$ cat src/rtl/uart_cmd_ctrl_if.sv
// Bus bundle between the UART command controller and its RX FIFO, TX FIFO and register file.
// A flop that the interface does not expose is visible only through o_dbg_state.
interface uart_cmd_ctrl_if;
    // Handshakes: RX is first-word-fall-through, so i_rx_data is valid whenever
    // i_rx_fifo_e is low, and an o_rx_rd pulse consumes it at that clock edge.
    // o_tx_wr pushes o_tx_data on that clock edge and pulses only while
    // i_tx_fifo_f is low. o_wr_req and o_rd_req are single-cycle strobes that
    // qualify o_rwaddr. i_read_data is sampled in the cycle after o_rd_req.
    logic       i_rx_fifo_e;
    logic [7:0] i_rx_data;
    logic       o_rx_rd;
    logic       i_tx_fifo_f;
    logic       o_tx_wr;
    logic [7:0] o_tx_data;
    logic [2:0] o_rwaddr;
    logic [7:0] o_write_data;
    logic       o_wr_req;
    logic       o_rd_req;
    logic [7:0] i_read_data;
    logic       i_err_clr;
    logic       o_busy;
    logic [7:0] o_err_cnt;
    logic [2:0] o_dbg_state;

    modport master (
        input  i_rx_fifo_e, i_rx_data, i_tx_fifo_f, i_read_data, i_err_clr,
        output o_rx_rd, o_tx_wr, o_tx_data, o_rwaddr, o_write_data,
               o_wr_req, o_rd_req, o_busy, o_err_cnt, o_dbg_state
    );

    modport slave (
        output i_rx_fifo_e, i_rx_data, i_tx_fifo_f, i_read_data, i_err_clr,
        input  o_rx_rd, o_tx_wr, o_tx_data, o_rwaddr, o_write_data,
               o_wr_req, o_rd_req, o_busy, o_err_cnt, o_dbg_state
    );
endinterface

$ cat src/rtl/uart_cmd_ctrl.sv
// Decodes command bytes from a UART RX FIFO into register-file reads and writes;
// read results are returned through the TX FIFO. Malformed commands and write timeouts are counted.
module uart_cmd_ctrl #(
    parameter int TIMEOUT_CYCLES = 50000
) (
    input logic            i_clk,
    input logic            i_rst,
    uart_cmd_ctrl_if.master bus
);
    typedef enum logic [2:0] {
        S_IDLE      = 3'd0,
        S_DECODE    = 3'd1,
        S_WAIT_DATA = 3'd2,
        S_WR        = 3'd3,
        S_RD_REQ    = 3'd4,
        S_RD_CAP    = 3'd5,
        S_TX_WAIT   = 3'd6
    } state_t;

    localparam int            CW      = (TIMEOUT_CYCLES > 1) ? $clog2(TIMEOUT_CYCLES) : 1;
    localparam logic [CW-1:0] TO_LAST = CW'(TIMEOUT_CYCLES - 1);

    state_t        state_q, state_d;
    logic [7:0]    cmd_q, cmd_d;
    logic [CW-1:0] to_cnt_q, to_cnt_d;
    logic [2:0]    rwaddr_q, rwaddr_d;
    logic [7:0]    wdata_q, wdata_d;
    logic [7:0]    txdata_q, txdata_d;
    logic [7:0]    err_q, err_d;
    logic          err_inc;
    logic          rx_rd, tx_wr, wr_req, rd_req;

    always_ff @(posedge i_clk or posedge i_rst) begin
        if (i_rst) begin
            state_q  <= S_IDLE;
            cmd_q    <= 8'h00;
            to_cnt_q <= '0;
            rwaddr_q <= 3'd0;
            wdata_q  <= 8'h00;
            txdata_q <= 8'h00;
            err_q    <= 8'h00;
        end else begin
            state_q  <= state_d;
            cmd_q    <= cmd_d;
            to_cnt_q <= to_cnt_d;
            rwaddr_q <= rwaddr_d;
            wdata_q  <= wdata_d;
            txdata_q <= txdata_d;
            err_q    <= err_d;
        end
    end

    always_comb begin
        state_d  = state_q;
        cmd_d    = cmd_q;
        to_cnt_d = to_cnt_q;
        rwaddr_d = rwaddr_q;
        wdata_d  = wdata_q;
        txdata_d = txdata_q;
        err_inc  = 1'b0;
        rx_rd    = 1'b0;
        tx_wr    = 1'b0;
        wr_req   = 1'b0;
        rd_req   = 1'b0;
        case (state_q)
            S_IDLE: begin
                if (!bus.i_rx_fifo_e) begin
                    rx_rd   = 1'b1;
                    cmd_d   = bus.i_rx_data;
                    state_d = S_DECODE;
                end
            end
            S_DECODE: begin
                if (cmd_q[6:3] != 4'd0) begin
                    err_inc = 1'b1;
                    state_d = S_IDLE;
                end else if (cmd_q[7]) begin
                    to_cnt_d = '0;
                    state_d  = S_WAIT_DATA;
                end else begin
                    // Address is loaded one cycle early so it is stable under o_rd_req.
                    rwaddr_d = cmd_q[2:0];
                    state_d  = S_RD_REQ;
                end
            end
            S_WAIT_DATA: begin
                // An arriving byte takes priority over the final timeout cycle.
                if (!bus.i_rx_fifo_e) begin
                    rx_rd    = 1'b1;
                    wdata_d  = bus.i_rx_data;
                    rwaddr_d = cmd_q[2:0];
                    state_d  = S_WR;
                end else if (to_cnt_q == TO_LAST) begin
                    err_inc = 1'b1;
                    state_d = S_IDLE;
                end else begin
                    to_cnt_d = to_cnt_q + CW'(1);
                end
            end
            S_WR: begin
                wr_req  = 1'b1;
                state_d = S_IDLE;
            end
            S_RD_REQ: begin
                rd_req  = 1'b1;
                state_d = S_RD_CAP;
            end
            S_RD_CAP: begin
                txdata_d = bus.i_read_data;
                state_d  = S_TX_WAIT;
            end
            S_TX_WAIT: begin
                if (!bus.i_tx_fifo_f) begin
                    tx_wr   = 1'b1;
                    state_d = S_IDLE;
                end
            end
            default: state_d = S_IDLE;
        endcase

        // A clear in the same cycle as a new error leaves exactly that error counted.
        if (bus.i_err_clr) begin
            err_d = err_inc ? 8'd1 : 8'd0;
        end else if (err_inc && (err_q != 8'hFF)) begin
            err_d = err_q + 8'd1;
        end else begin
            err_d = err_q;
        end
    end

    // The pop strobe sees the live FIFO flag, so it is masked while reset holds the FSM in IDLE.
    assign bus.o_rx_rd      = rx_rd & ~i_rst;
    assign bus.o_tx_wr      = tx_wr;
    assign bus.o_wr_req     = wr_req;
    assign bus.o_rd_req     = rd_req;
    assign bus.o_tx_data    = txdata_q;
    assign bus.o_rwaddr     = rwaddr_q;
    assign bus.o_write_data = wdata_q;
    assign bus.o_err_cnt    = err_q;
    assign bus.o_busy       = (state_q != S_IDLE);
    assign bus.o_dbg_state  = state_q;
endmodule
$ cat src/flat_wrapper.sv
// flat-port wrapper written by rule: the top's interface ports become plain ports
module uart_cmd_ctrl_flat 
#(
    parameter int TIMEOUT_CYCLES = 50000
)
  (i_clk, i_rst, bus_i_rx_fifo_e, bus_i_rx_data, bus_i_tx_fifo_f, bus_i_read_data, bus_i_err_clr, bus_o_rx_rd, bus_o_tx_wr, bus_o_tx_data, bus_o_rwaddr, bus_o_write_data, bus_o_wr_req, bus_o_rd_req, bus_o_busy, bus_o_err_cnt, bus_o_dbg_state);
  uart_cmd_ctrl_if bus_i ();
  input logic i_clk;
  input logic i_rst;
  input wire logic [$bits(bus_i.i_rx_fifo_e)-1:0] bus_i_rx_fifo_e;
  input wire logic [$bits(bus_i.i_rx_data)-1:0] bus_i_rx_data;
  input wire logic [$bits(bus_i.i_tx_fifo_f)-1:0] bus_i_tx_fifo_f;
  input wire logic [$bits(bus_i.i_read_data)-1:0] bus_i_read_data;
  input wire logic [$bits(bus_i.i_err_clr)-1:0] bus_i_err_clr;
  output wire logic [$bits(bus_i.o_rx_rd)-1:0] bus_o_rx_rd;
  output wire logic [$bits(bus_i.o_tx_wr)-1:0] bus_o_tx_wr;
  output wire logic [$bits(bus_i.o_tx_data)-1:0] bus_o_tx_data;
  output wire logic [$bits(bus_i.o_rwaddr)-1:0] bus_o_rwaddr;
  output wire logic [$bits(bus_i.o_write_data)-1:0] bus_o_write_data;
  output wire logic [$bits(bus_i.o_wr_req)-1:0] bus_o_wr_req;
  output wire logic [$bits(bus_i.o_rd_req)-1:0] bus_o_rd_req;
  output wire logic [$bits(bus_i.o_busy)-1:0] bus_o_busy;
  output wire logic [$bits(bus_i.o_err_cnt)-1:0] bus_o_err_cnt;
  output wire logic [$bits(bus_i.o_dbg_state)-1:0] bus_o_dbg_state;
  assign bus_i.i_rx_fifo_e = bus_i_rx_fifo_e;
  assign bus_i.i_rx_data = bus_i_rx_data;
  assign bus_i.i_tx_fifo_f = bus_i_tx_fifo_f;
  assign bus_i.i_read_data = bus_i_read_data;
  assign bus_i.i_err_clr = bus_i_err_clr;
  assign bus_o_rx_rd = bus_i.o_rx_rd;
  assign bus_o_tx_wr = bus_i.o_tx_wr;
  assign bus_o_tx_data = bus_i.o_tx_data;
  assign bus_o_rwaddr = bus_i.o_rwaddr;
  assign bus_o_write_data = bus_i.o_write_data;
  assign bus_o_wr_req = bus_i.o_wr_req;
  assign bus_o_rd_req = bus_i.o_rd_req;
  assign bus_o_busy = bus_i.o_busy;
  assign bus_o_err_cnt = bus_i.o_err_cnt;
  assign bus_o_dbg_state = bus_i.o_dbg_state;
  uart_cmd_ctrl #(.TIMEOUT_CYCLES(TIMEOUT_CYCLES)) u_core (.i_clk(i_clk), .i_rst(i_rst), .bus(bus_i));
endmodule
$ cat config.mk
export PLATFORM = sky130hd
export DESIGN_NAME = uart_cmd_ctrl_flat
export DESIGN_NICKNAME = d
export VERILOG_FILES = /design/src/rtl/uart_cmd_ctrl_if.sv /design/src/rtl/uart_cmd_ctrl.sv /design/src/flat_wrapper.sv
export SDC_FILE = /design/constraint.sdc
export NUM_CORES = 1
export LEC_CHECK = 0
export CAP_MARGIN = 20
export CORE_ASPECT_RATIO = 0.5
export CORE_MARGIN = 3
export CORE_UTILIZATION = 55
export DETAILED_ROUTE_END_ITERATION = 8
export GPL_TIMING_DRIVEN = 0
export PLACE_DENSITY_LB_ADDON = 0.3
export SYNTH_ARGS = -nofsm -noshare
export SYNTH_HDL_FRONTEND = slang
export SYNTH_SLANG_ARGS = --single-unit
export TNS_END_PERCENT = 100
$ cat constraint.sdc
create_clock -name i_clk -period 4.85 [get_ports i_clk]
set_clock_uncertainty 0.15 [all_clocks]
set_input_delay 0.97 -clock i_clk [delete_from_list [all_inputs] [get_ports i_clk]]
set_output_delay 0.97 -clock i_clk [all_outputs]
set_load 0.02 [all_outputs]
; Word-level counts from Yosys, hierarchy flattened
; Index checks and enable logic that the tools add are counted.
[op_classes]
add_sub_neg = 2
n_bitwise = 3
eq_ne = 17
n_mux = 29
n_reduce_logical = 12
[ops]
columns = op, count
row1 = 2-to-1 mux 16 bit, 4
row2 = case mux 16 bit (2 select lines), 1
row3 = 2-to-1 mux 3 bit, 9
row4 = case mux 3 bit (6 select lines), 1
row5 = "adder 16 x 1 -> 16 bit, second input constant", 1
row6 = "equality test 16 bit, second input constant", 1
row7 = 2-to-1 mux 8 bit, 2
row8 = "!= test 2 bit, second input constant", 7
row9 = 2-to-1 mux 1 bit, 10
row10 = "equality test 3 bit, second input constant", 3
row11 = "adder 8 x 1 -> 8 bit, second input constant", 1
row12 = "!= test 8 bit, second input constant", 1
row13 = "equality test 3 x 2 -> 1 bit, second input constant", 2
row14 = case mux 3 bit (2 select lines), 1
row15 = AND reduction 5 bit, 1
row16 = AND reduction 2 bit, 2
row17 = AND reduction 4 bit, 1
row18 = nonzero test 2 bit, 2
row19 = nonzero test 4 bit, 1
row20 = "equality test 3 x 1 -> 1 bit, second input constant", 1
row21 = logical NOT 3 bit, 1
row22 = "!= test 3 x 2 -> 1 bit, second input constant", 1
row23 = AND reduction 3 bit, 1
row24 = nonzero test 3 bit, 1
row25 = other kinds (6), 7
[totals]
output_inout_bits = 35
reg_bits = 54

; Longest topological paths before layout
; Gate-level depths: netlist of run 1.
[depth]
word_depth = 7
depth_mapped = 8
mapped_depth_nobuf = 6

; Worst setup path after synthesis of run 1
; Ideal clock, no wire load.
[synth_path]
path_type = input-to-output
startpoint = in bus_i_rx_fifo_e
endpoint = out bus_o_rx_rd
slack_ns = 2.050
stages = 1
n_path_buf = 0
arrival_ns = 1.680
path_cell_list = nor4_1
[synth_via]
elab_chain_len = 3
[synth_rtl]
columns = element, line_no
row1 = start: declaration, flat_wrapper.sv:10  ; input wire logic [$bits(bus_i.i_rx_fifo_e)-1:0] bus_i_rx_fifo_e;
row2 = 2-to-1 mux 1 bit, "uart_cmd_ctrl.sv:67, uart_cmd_ctrl.sv:88"
row3 = 2-to-1 mux 1 bit, -
row4 = AND 1 bit, uart_cmd_ctrl.sv:132  ; assign bus.o_rx_rd = rx_rd & ~i_rst;
row5 = end: declaration, flat_wrapper.sv:15  ; output wire logic [$bits(bus_i.o_rx_rd)-1:0] bus_o_rx_rd;
; Every way passes these cells.

; Worst setup path in the final report of run 1
; Ends and elaborated chain as after synthesis.

==> impl_metrics.json, run 1 <==
{
  "placed_area_mm2": 0.00328,
  "yosysMostFrequentCell": "dfrtp_1",
  "gp_congestion": 0.884,
  "htree_num_levels": 2,
  "finalInstanceArea_mm2": 0.00339,
  "drive_above_1_share": 0.185,
  "gr-usage-met1": 0.263,
  "synth_warnings": 0,
  "r2r-start": "u_core.cmd_q[3]",
  "die_x_um": 104,
  "holdWs_ns": 0.360,
  "grt_first_pass_wirelength_mm": 9.72,
  "start_util": 0.585,
  "ys_seq_area_frac": 0.512,
  "switching_power_mw": 0.607,
  "fillers": 310,
  "drtPass1Iterations": 4,
  "cts_tree": "yes",
  "critPathLaunchType": "input pin",
  "dp.cells": 361,
  "cts_buffers": 5,
  "postCtsSetupBuffers": 0,
  "gr-max-usage-layer": "met2",
  "synthTopCellsByCount": "dfrtp_1 (54), mux2_2 (27), a21oi_1 (19)",
  "slew_viol_final": 0,
  "io_buffers": 54,
  "critPathLaunch": "bus_i_rx_fifo_e",
  "p_sw_frac": 0.349,
  "cp_cell_sequence": "clkdlybuf4s50_1, nor4_1, clkdlybuf4s50_1",
  "path_common_cell": "clkdlybuf4s50_1",
  "synthCells": 240,
  "row_count": 17,
  "path_class": "in -> out",
  "final_cells": 369,
  "p_seq_frac": 0.394,
  "clkPwrFrac": 0.174,
  "cts_resized": 0,
  "grt_max_degree": 37,
  "outcome": "complete, no violations",
  "crit_arrival_ns": 2.48,
  "setup.worst_path.end_class": "output pin",
  "path_buf_inv": 2,
  "overflow": 0,
  "hold_viol": 0,
  "avgRoutedWirePerCell_um": 16.0,
  "maxSlewHeadroom": 0.370,
  "dpl.hpwl_mm": 4.33,
  "fin_tns_setup_ns": 0,
  "synthTopCellsByArea": "dfrtp_1 (51%), mux2_2 (12%), a21oi_1 (3.6%)",
  "grt_pass1_vias": 2063,
  "syn_area_mm2": 0.00264,
  "combPwrFrac": 0.433,
  "power.density_mw_per_mm2": 513,
  "hp-class": "reg -> reg",
  "worst_path_largest_cell_delay_ns": 0.67,
  "drt_wl_total_mm": 5.90,
  "synth-edff-count": 0,
  "io_pins": 56,
  "synth_ff_type": "dfrtp_1",
  "core-area_mm2": 0.00451,
  "clock_path_buffers": 2,
  "irDropWorstVdd_uv": 343,
  "track_usage": 0.216,
  "cts_root_buffer": "clkbuf_8",
  "ant_nets": 0,
  "ctsHoldBuffers": 0,
  "drt_iter0_drc": 129,
  "use_met2": 0.384,
  "antenna_found_initial": 0,
  "synthToLayoutAreaGrowth_pct": 28.5,
  "synth_cell_type_count": 49,
  "ys_async_sr_fraction": 1.00,
  "p_leak_nw": 1.33,
  "via_per_inst": 5.84,
  "diodes": 0,
  "die_area_mm2": 0.00572,
  "fin_nets": 325,
  "worst-slew-pin-transition_ns": 0.937,
  "syn_nets": 263,
  "ys_ff_latch": 54,
  "syn_avg_cell_area_um2": 11.0,
  "rsz0062_at_grt": "no",
  "hold_start": "u_core.bus.o_tx_data[6]",
  "drv_cap": 0,
  "period_share": 0.743,
  "synth_top_area_share": 0.512,
  "clock-sinks": 54,
  "critical_path.top_delay_family": "buffers and inverters",
  "fin_crit_ns": 3.60,
  "drc": 0,
  "post-synth-top-area-cell": "dfrtp_1",
  "finalSetupViolations": 0,
  "grtUsageMet3": 0.0660,
  "clkLatencyLatePin_ns": 0.31,
  "crit_slowest_cell": "clkdlybuf4s50_1",
  "cp_max_fo": 6,
  "vias": 2156,
  "power.internal_mw": 1.13,
  "clk_pin_slew_ns": 0.09,
  "worstPathRequired_ns": 3.73,
  "fmax_ghz": 0.278,
  "die_h_um": 55.0
}
[final cells by class]
type	instances	area, um^2	area share
Buffer	11	70.1	0.0207
Clock buffer	6	72.6	0.0214
Clock inverter	2	37.5	0.0111
Inverter	4	15.0	0.00443
Multi-Input combinational cell	171	1200	0.354
Sequential cell	54	1350	0.398
Tap cell	66	82.6	0.0243
Timing Repair Buffer	55	561	0.165
[flip-flops by register name, summed over array words and instances, names as in the netlist]
signal                   cells
u_core.bus.o_err_cnt         8
u_core.bus.o_dbg_state       3
u_core.to_cnt_q             16
u_core.cmd_q                 8
u_core.bus.o_write_data      8
u_core.bus.o_rwaddr          3
u_core.bus.o_tx_data         8
[worst reg2reg max path, stage by stage, from the launching register on]
cell and delay, ns:
dfrtp_1 0.40, nor4_1 0.57, a31oi_1 0.32, a211o_1 0.36, buf_6 0.16, or3_1 0.33
a21oi_1 0.15
[layer usage]
| metal | routed length (um) | vias up |
|---|---|---|
| met5 | 0 | - |
| met4 | 69 | 0 |
| met3 | 366 | 10 |
| met2 | 2810 | 56 |
| met1 | 2650 | 1070 |
| li1 | - | 1020 |
[path summary, 6_finish.rpt]
| path | to | slack (ns) | cells past startpoint |
|---|---|---|---|
| min in group asynchronous | u_core.bus.o_tx_data[2] | 0.83 | 2 |
| worst min register to register | u_core.bus.o_tx_data[6] | 0.36 | 1 |
| worst max-delay path | bus_o_rx_rd | 1.25 | 3 |
| max in group asynchronous | u_core.cmd_q[5] | 3.19 | 3 |
| worst max register to register | u_core.to_cnt_q[13] | 2.33 | 6 |
| worst min-delay path | u_core.bus.o_tx_data[6] | 0.36 | 1 |
[through the flow]
step	worst slack, ns	power, mW	util
finish	1.25	1.74	0.752
CTS	1.23	1.75	0.752
global route	1.19	1.84	0.752
global placement	1.28	1.41	0.723
detailed placement	1.25	1.45	0.728
floorplan	2.05	1.13	-
[power groups by stage]
stage	Combinational [mW]	Clock, mW	Sequential [mW]
CTS	0.757	0.309	0.684
global placement	0.731	0	0.681
floorplan	0.335	0	0.793
global route	0.812	0.325	0.707
finish	0.753	0.302	0.684
detailed placement	0.754	0	0.694
[cell families (layout without fill, tap and decap cells)]
| logic type | Yosys count | count (layout) | synth area share |
|---|---|---|---|
| AND/OR/NAND/NOR | 87 | 87 | 0.192 |
| flip-flops | 54 | 54 | 0.512 |
| AO/OA/AOI/OAI | 51 | 51 | 0.125 |
| multiplexers | 28 | 28 | 0.119 |
| buffers and inverters | 15 | 78 | 0.0322 |
| XOR/XNOR | 3 | 3 | 0.00996 |
| adder cells (fa/ha/maj) | 2 | 2 | 0.00948 |
[layout by cell type, fill, tap and decap left out, types with 3 or more instances in the layout]
cell type         n
inv_1             3
o21ai_0           9
dfrtp_1          54
a21oi_1          19
buf_2             5
or4_1             6
nand2_1          17
or3_1             9
clkbuf_8          5
nand3_1           9
clkbuf_1          3
nor2b_1           4
buf_6             3
nor4_1            5
o31ai_1           5
nor2_1           14
xnor2_1           3
clkdlybuf4s50_1  54
a211oi_1          3
mux2_2           27
nand4_1           5
Power figures use the tool's default switching activity.
==> run 2, diff against run 1 <==
--- a/config.mk
+++ b/config.mk
@@ -8,7 +8,7 @@
 export CAP_MARGIN = 20
 export CORE_ASPECT_RATIO = 0.5
 export CORE_MARGIN = 3
-export CORE_UTILIZATION = 55
+export CORE_UTILIZATION = 51
 export DETAILED_ROUTE_END_ITERATION = 8
 export GPL_TIMING_DRIVEN = 0
 export PLACE_DENSITY_LB_ADDON = 0.3
==> constraint.sdc (replaced) <==
create_clock -name i_clk -period 3.7 [get_ports i_clk]
set_clock_uncertainty 0.15 [all_clocks]
set_input_delay 0.74 -clock i_clk [delete_from_list [all_inputs] [get_ports i_clk]]
set_output_delay 0.74 -clock i_clk [all_outputs]
set_load 0.02 [all_outputs]
==> run 2 against run 1 <==
Against the previous run: non-clock buffer count unchanged; clock power increased by 19%; global-route usage decreased by 1.0 points; sequential share of layout area increased by 0.15 points; cell count unchanged; core utilization decreased by 3.0 points; critical path type unchanged; largest cell class unchanged; highest routed layer unchanged.
==> impl_metrics.json, run 2 (same netlist as run 1, synthesis figures left out) <==
{
  "outcome": "complete, no violations",
  "drv_cap": 0,
  "fin_nets": 325,
  "fin_crit_ns": 3.13,
  "drc": 0,
  "clkLatencyLatePin_ns": 0.31,
  "worstHoldEndpoint": "u_core.bus.o_tx_data[6]",
  "ff_latch_area_mm2": 0.00135,
  "p_leak_nw": 1.33,
  "worst-slew-pin-transition_ns": 0.920,
  "hp-class": "reg -> reg",
  "drtPass1Iterations": 4,
  "cts_tree": "yes",
  "cp_cell_sequence": "clkdlybuf4s50_1, nor4_1, clkdlybuf4s50_1",
  "crit_arrival_ns": 2.24,
  "vias": 2140,
  "cts_resized": 0,
  "cts_root_buffer": "clkbuf_8",
  "dp.cells": 361,
  "crit_slowest_cell": "clkdlybuf4s50_1",
  "antenna_found_initial": 0,
  "grt_max_degree": 37,
  "irDropWorstVdd_uv": 512,
  "rr_worst_depth": 6,
  "setup_ws_ns": 0.568,
  "track_usage": 0.205,
  "row_count": 17,
  "synthToLayoutAreaGrowth_pct": 28.1,
  "drt_wl_total_mm": 5.84,
  "maxSlewHeadroom": 0.382,
  "start_util": 0.564,
  "hold_depth": 1,
  "multi_input_area_mm2": 0.00120,
  "grt_pass1_vias": 2152,
  "die_x_um": 108,
  "core-area_mm2": 0.00468,
  "path_class": "in -> out",
  "clock-sinks": 54,
  "finalPower_mw": 2.24,
  "reg2reg_slack_ns": 1.28,
  "htree_num_levels": 2,
  "r2r-start": "u_core.cmd_q[3]",
  "finalInstanceArea_mm2": 0.00338,
  "final_cells": 369,
  "post-place-ws_ns": 0.563,
  "placed_area_mm2": 0.00328,
  "rsz0062_at_grt": "no",
  "dpl.hpwl_mm": 4.36,
  "via_per_inst": 5.80,
  "rr_endpoint": "u_core.to_cnt_q[13]",
  "hold_start": "u_core.bus.o_tx_data[6]",
  "avgRoutedWirePerCell_um": 15.8,
  "postCtsSetupBuffers": 0,
  "largest_reg_flops": 16,
  "die_area_mm2": 0.00613,
  "grt_first_pass_wirelength_mm": 10.1,
  "power.density_mw_per_mm2": 663,
  "worst_path_largest_cell_delay_ns": 0.68,
  "io_pins": 56,
  "finalSetupViolations": 0,
  "critPathLaunchType": "input pin",
  "drt_iter0_drc": 56,
  "fin_util": 0.722,
  "clock_path_buffers": 2,
  "drive_above_1_share": 0.188,
  "regMostFlops": "u_core.to_cnt_q",
  "period_share": 0.846,
  "diodes": 0,
  "die_h_um": 56.9,
  "overflow": 0,
  "fillers": 331,
  "path_common_cell": "clkdlybuf4s50_1",
  "gp_congestion": 0.849,
  "hold_viol": 0,
  "setup.worst_path.end_class": "output pin",
  "clk_pin_slew_ns": 0.10,
  "holdWs_ns": 0.363,
  "ctsHoldBuffers": 0,
  "worstPathRequired_ns": 2.81,
  "fmax_ghz": 0.319,
  "cp_max_fo": 6,
  "io_buffers": 54,
  "fin_tns_setup_ns": 0,
  "ant_nets": 0,
  "slew_viol_final": 0,
  "cts_buffers": 5,
  "mostFrequentLayoutCells": "clkdlybuf4s50_1 (54), dfrtp_1 (54), mux2_2 (27)"
}
[run 2: changes by cell type in the layout (fill, tap and decap cells not counted), sizes merged]
cell	change
bufinv	-1
clkbuf	-1
clkinv	+1
clkinvlp	-1
inv	+2
[run 2: per-layer routing]
layer / track usage / routed length [um] / part of all wire
met5: 0 / 0 / 0
met3: 0.0815 / 439 / 0.075
met4: 0.0414 / 49 / 0.0084
met2: 0.342 / 2800 / 0.48
met1: 0.255 / 2550 / 0.44
[run 2: final cells by class]
type	count	area share
Clock buffer	5	0.0204
Timing Repair Buffer	55	0.166
Clock inverter	3	0.00852
Multi-Input combinational cell	171	0.356
Inverter	4	0.00444
Sequential cell	54	0.400
Tap cell	66	0.0244
Buffer	11	0.0207
[run 2: where the power goes]
group | leakage, nW | switching, mW | internal [mW] | total, mW
Sequential | 0.686 | 0.121 | 0.776 | 0.897
Combinational | 0.597 | 0.479 | 0.505 | 0.984
Clock | 0.0506 | 0.216 | 0.142 | 0.358
Total | 1.33 | 0.816 | 1.42 | 2.24
[run 2: critical path: cells and delay by family]
kind	cells	cell delay (ns)
buffers and inverters	2	1.20
and+or+nand+nor	1	0.31
[run 2: worst max-delay path by stage]
stage / to / from / slack, ns
3_5_place_dp: bus_o_rx_rd / bus_i_rx_fifo_e / 0.56
4_1_cts: bus_o_rx_rd / bus_i_rx_fifo_e / 0.56
6_report: bus_o_rx_rd / bus_i_rx_fifo_e / 0.57
2_1_floorplan: bus_o_rx_rd / u_core.bus.o_dbg_state[2] / 1.30
5_1_grt: bus_o_rx_rd / bus_i_rx_fifo_e / 0.49
3_3_place_gp: u_core.to_cnt_q[5] / i_rst / 0.50
==> run 3, diff against run 2 <==
--- a/config.mk
+++ b/config.mk
@@ -8,7 +8,7 @@
 export CAP_MARGIN = 20
 export CORE_ASPECT_RATIO = 0.5
 export CORE_MARGIN = 3
-export CORE_UTILIZATION = 51
+export CORE_UTILIZATION = 46
 export DETAILED_ROUTE_END_ITERATION = 8
 export GPL_TIMING_DRIVEN = 0
 export PLACE_DENSITY_LB_ADDON = 0.3
==> constraint.sdc (replaced) <==
create_clock -name i_clk -period 2.72 [get_ports i_clk]
set_clock_uncertainty 0.15 [all_clocks]
set_input_delay 0.544 -clock i_clk [delete_from_list [all_inputs] [get_ports i_clk]]
set_output_delay 0.544 -clock i_clk [all_outputs]
set_load 0.02 [all_outputs]
==> run 3 against run 2 <==
Against the previous run: combinational power grew 35%; global-route usage shrank 0.50 points; sequential power grew 36%; wire length grew 2.5%; sequential cell count is the same; cell count grew 0.81%; hold slack lost 0.0071 ns; clock power grew 88%; sequential share of layout area shrank 0.68 points; via count grew 0.28%; clock-buffer cell count grew 1; non-clock buffer count shrank 1.
==> impl_metrics.json, run 3 (same netlist as run 1, synthesis figures left out) <==
{
  "gr-max-usage-layer": "met2",
  "drive_above_1_share": 0.189,
  "reg2reg_slack_ns": 0.30,
  "cts_resized": 1,
  "hold_start": "u_core.bus.o_tx_data[5]",
  "path_common_cell": "nor2b_1",
  "fin_crit_ns": 2.58,
  "setup_ws_ns": 0.142,
  "use_met2": 0.325,
  "cp_max_fo": 17,
  "r2r-start": "u_core.cmd_q[3]",
  "final_cells": 372,
  "drc": 0,
  "setup.worst_path.end_class": "output pin",
  "power.density_mw_per_mm2": 937,
  "die_h_um": 59.6,
  "ctsHoldBuffers": 0,
  "p_leak_nw": 1.36,
  "htree_num_levels": 2,
  "fin_util": 0.658,
  "path_class": "reg -> out",
  "synthToLayoutAreaGrowth_pct": 30.3,
  "final_common_cell": "dfrtp_1",
  "largest_reg_flops": 16,
  "clock_path_buffers": 2,
  "hold_depth": 1,
  "gp_congestion": 0.820,
  "fillers": 411,
  "drt_wl_total_mm": 5.99,
  "ant_nets": 0,
  "placed_area_mm2": 0.00329,
  "clkLatencyLatePin_ns": 0.30,
  "grt_first_pass_wirelength_mm": 10.4,
  "grt_max_degree": 32,
  "outcome": "complete, no violations",
  "core-area_mm2": 0.00523,
  "hold_viol": 0,
  "via_per_inst": 5.77,
  "rr_endpoint": "u_core.to_cnt_q[13]",
  "cts_buffers": 5,
  "io_buffers": 54,
  "gr-usage-met1": 0.257,
  "postCtsSetupBuffers": 0,
  "path_buf_inv": 2,
  "cts_tree": "yes",
  "worstHoldEndpoint": "u_core.bus.o_tx_data[5]",
  "grtUsageMet3": 0.0581,
  "io_pins": 56,
  "irDropWorstVdd_uv": 767,
  "critPathLaunchType": "flip-flop",
  "dp.cells": 365,
  "finalSetupViolations": 0,
  "cts_root_buffer": "clkbuf_16",
  "slew_viol_final": 0,
  "fmax_ghz": 0.388,
  "maxSlewHeadroom": 0.388,
  "worstPathRequired_ns": 2.03,
  "overflow": 0,
  "die_x_um": 113,
  "regMostFlops": "u_core.to_cnt_q",
  "drv_cap": 0,
  "vias": 2146,
  "hp-class": "reg -> reg",
  "mostFrequentLayoutCells": "dfrtp_1 (54), clkdlybuf4s50_1 (53), mux2_2 (27)",
  "dpl.hpwl_mm": 4.32,
  "drtPass1Iterations": 4,
  "avgRoutedWirePerCell_um": 16.1,
  "period_share": 0.948,
  "grt_pass1_vias": 2129,
  "clk_pin_slew_ns": 0.07,
  "post-place-ws_ns": -0.0893,
  "crit_arrival_ns": 1.88,
  "drt_iter0_drc": 85,
  "finalInstanceArea_mm2": 0.00344,
  "worst-slew-pin-transition_ns": 0.910,
  "cp_cell_sequence": "buf_2, nor2b_1, nor2b_1, clkdlybuf4s50_1",
  "fin_nets": 324,
  "worst_path_largest_cell_delay_ns": 0.61,
  "antenna_found_initial": 0,
  "die_area_mm2": 0.00674,
  "track_usage": 0.200,
  "row_count": 18,
  "crit_slowest_cell": "clkdlybuf4s50_1",
  "critical_path.top_delay_family": "buffers and inverters",
  "diodes": 0,
  "fin_tns_setup_ns": 0,
  "rr_worst_depth": 6,
  "rsz0062_at_grt": "no",
  "start_util": 0.505,
  "clock-sinks": 54
}
-- run 3: cell count changes in the layout (fill, tap and decap cells not counted) --
cell / change
clkbuf_1: -1
clkbuf_16: +5
clkbuf_8: -4
clkdlybuf4s50_1: -1
clkinv_4: +1
dlygate4sd2_1: +1
inv_6: -1
inv_8: -1
-- run 3: worst max path at each step --
stage          cells past startpoint                 startpoint                   to
2_1_floorplan                      8         u_core.to_cnt_q[0]  u_core.to_cnt_q[13]
3_3_place_gp                       2                      i_rst   u_core.to_cnt_q[5]
3_5_place_dp                       7            bus_i_rx_fifo_e  u_core.to_cnt_q[13]
4_1_cts                            4  u_core.bus.o_dbg_state[2]          bus_o_tx_wr
5_1_grt                            4  u_core.bus.o_dbg_state[2]          bus_o_tx_wr
6_report                           4  u_core.bus.o_dbg_state[2]          bus_o_tx_wr
-- run 3: layout make-up --
cell class / count / area [um^2] / area share
buffer: 10 / 66.3 / 0.0193
clock buffer: 6 / 139 / 0.0404
clock inverter: 2 / 17.5 / 0.00509
inverter: 4 / 15.0 / 0.00437
multi-input combinational: 171 / 1200 / 0.350
sequential: 54 / 1350 / 0.393
tap: 70 / 87.6 / 0.0255
timing repair buffer: 55 / 559 / 0.163
-- run 3: power breakdown --
part	switching [mW]	internal [mW]	leakage (nW)	total [mW]
clock network	0.302	0.370	0.0770	0.672
registers	0.164	1.06	0.686	1.22
logic	0.648	0.682	0.600	1.33
total	1.11	2.11	1.36	3.22
-- run 3: routing by layer --
metal,wire length [um],vias up
li1,-,1024
met1,2760,1061
met2,2790,53
met3,322,8
met4,113,0
met5,0,-
-- run 3: metrics by stage --
stage | hold WS (ns) | total power [mW]
final | 0.356 | 3.22
after floorplan | 0.325 | 2.01
after detailed placement | 0.338 | 2.57
after global routing | 0.368 | 3.42
after CTS | 0.358 | 3.25
after global placement | 0.335 | 2.52
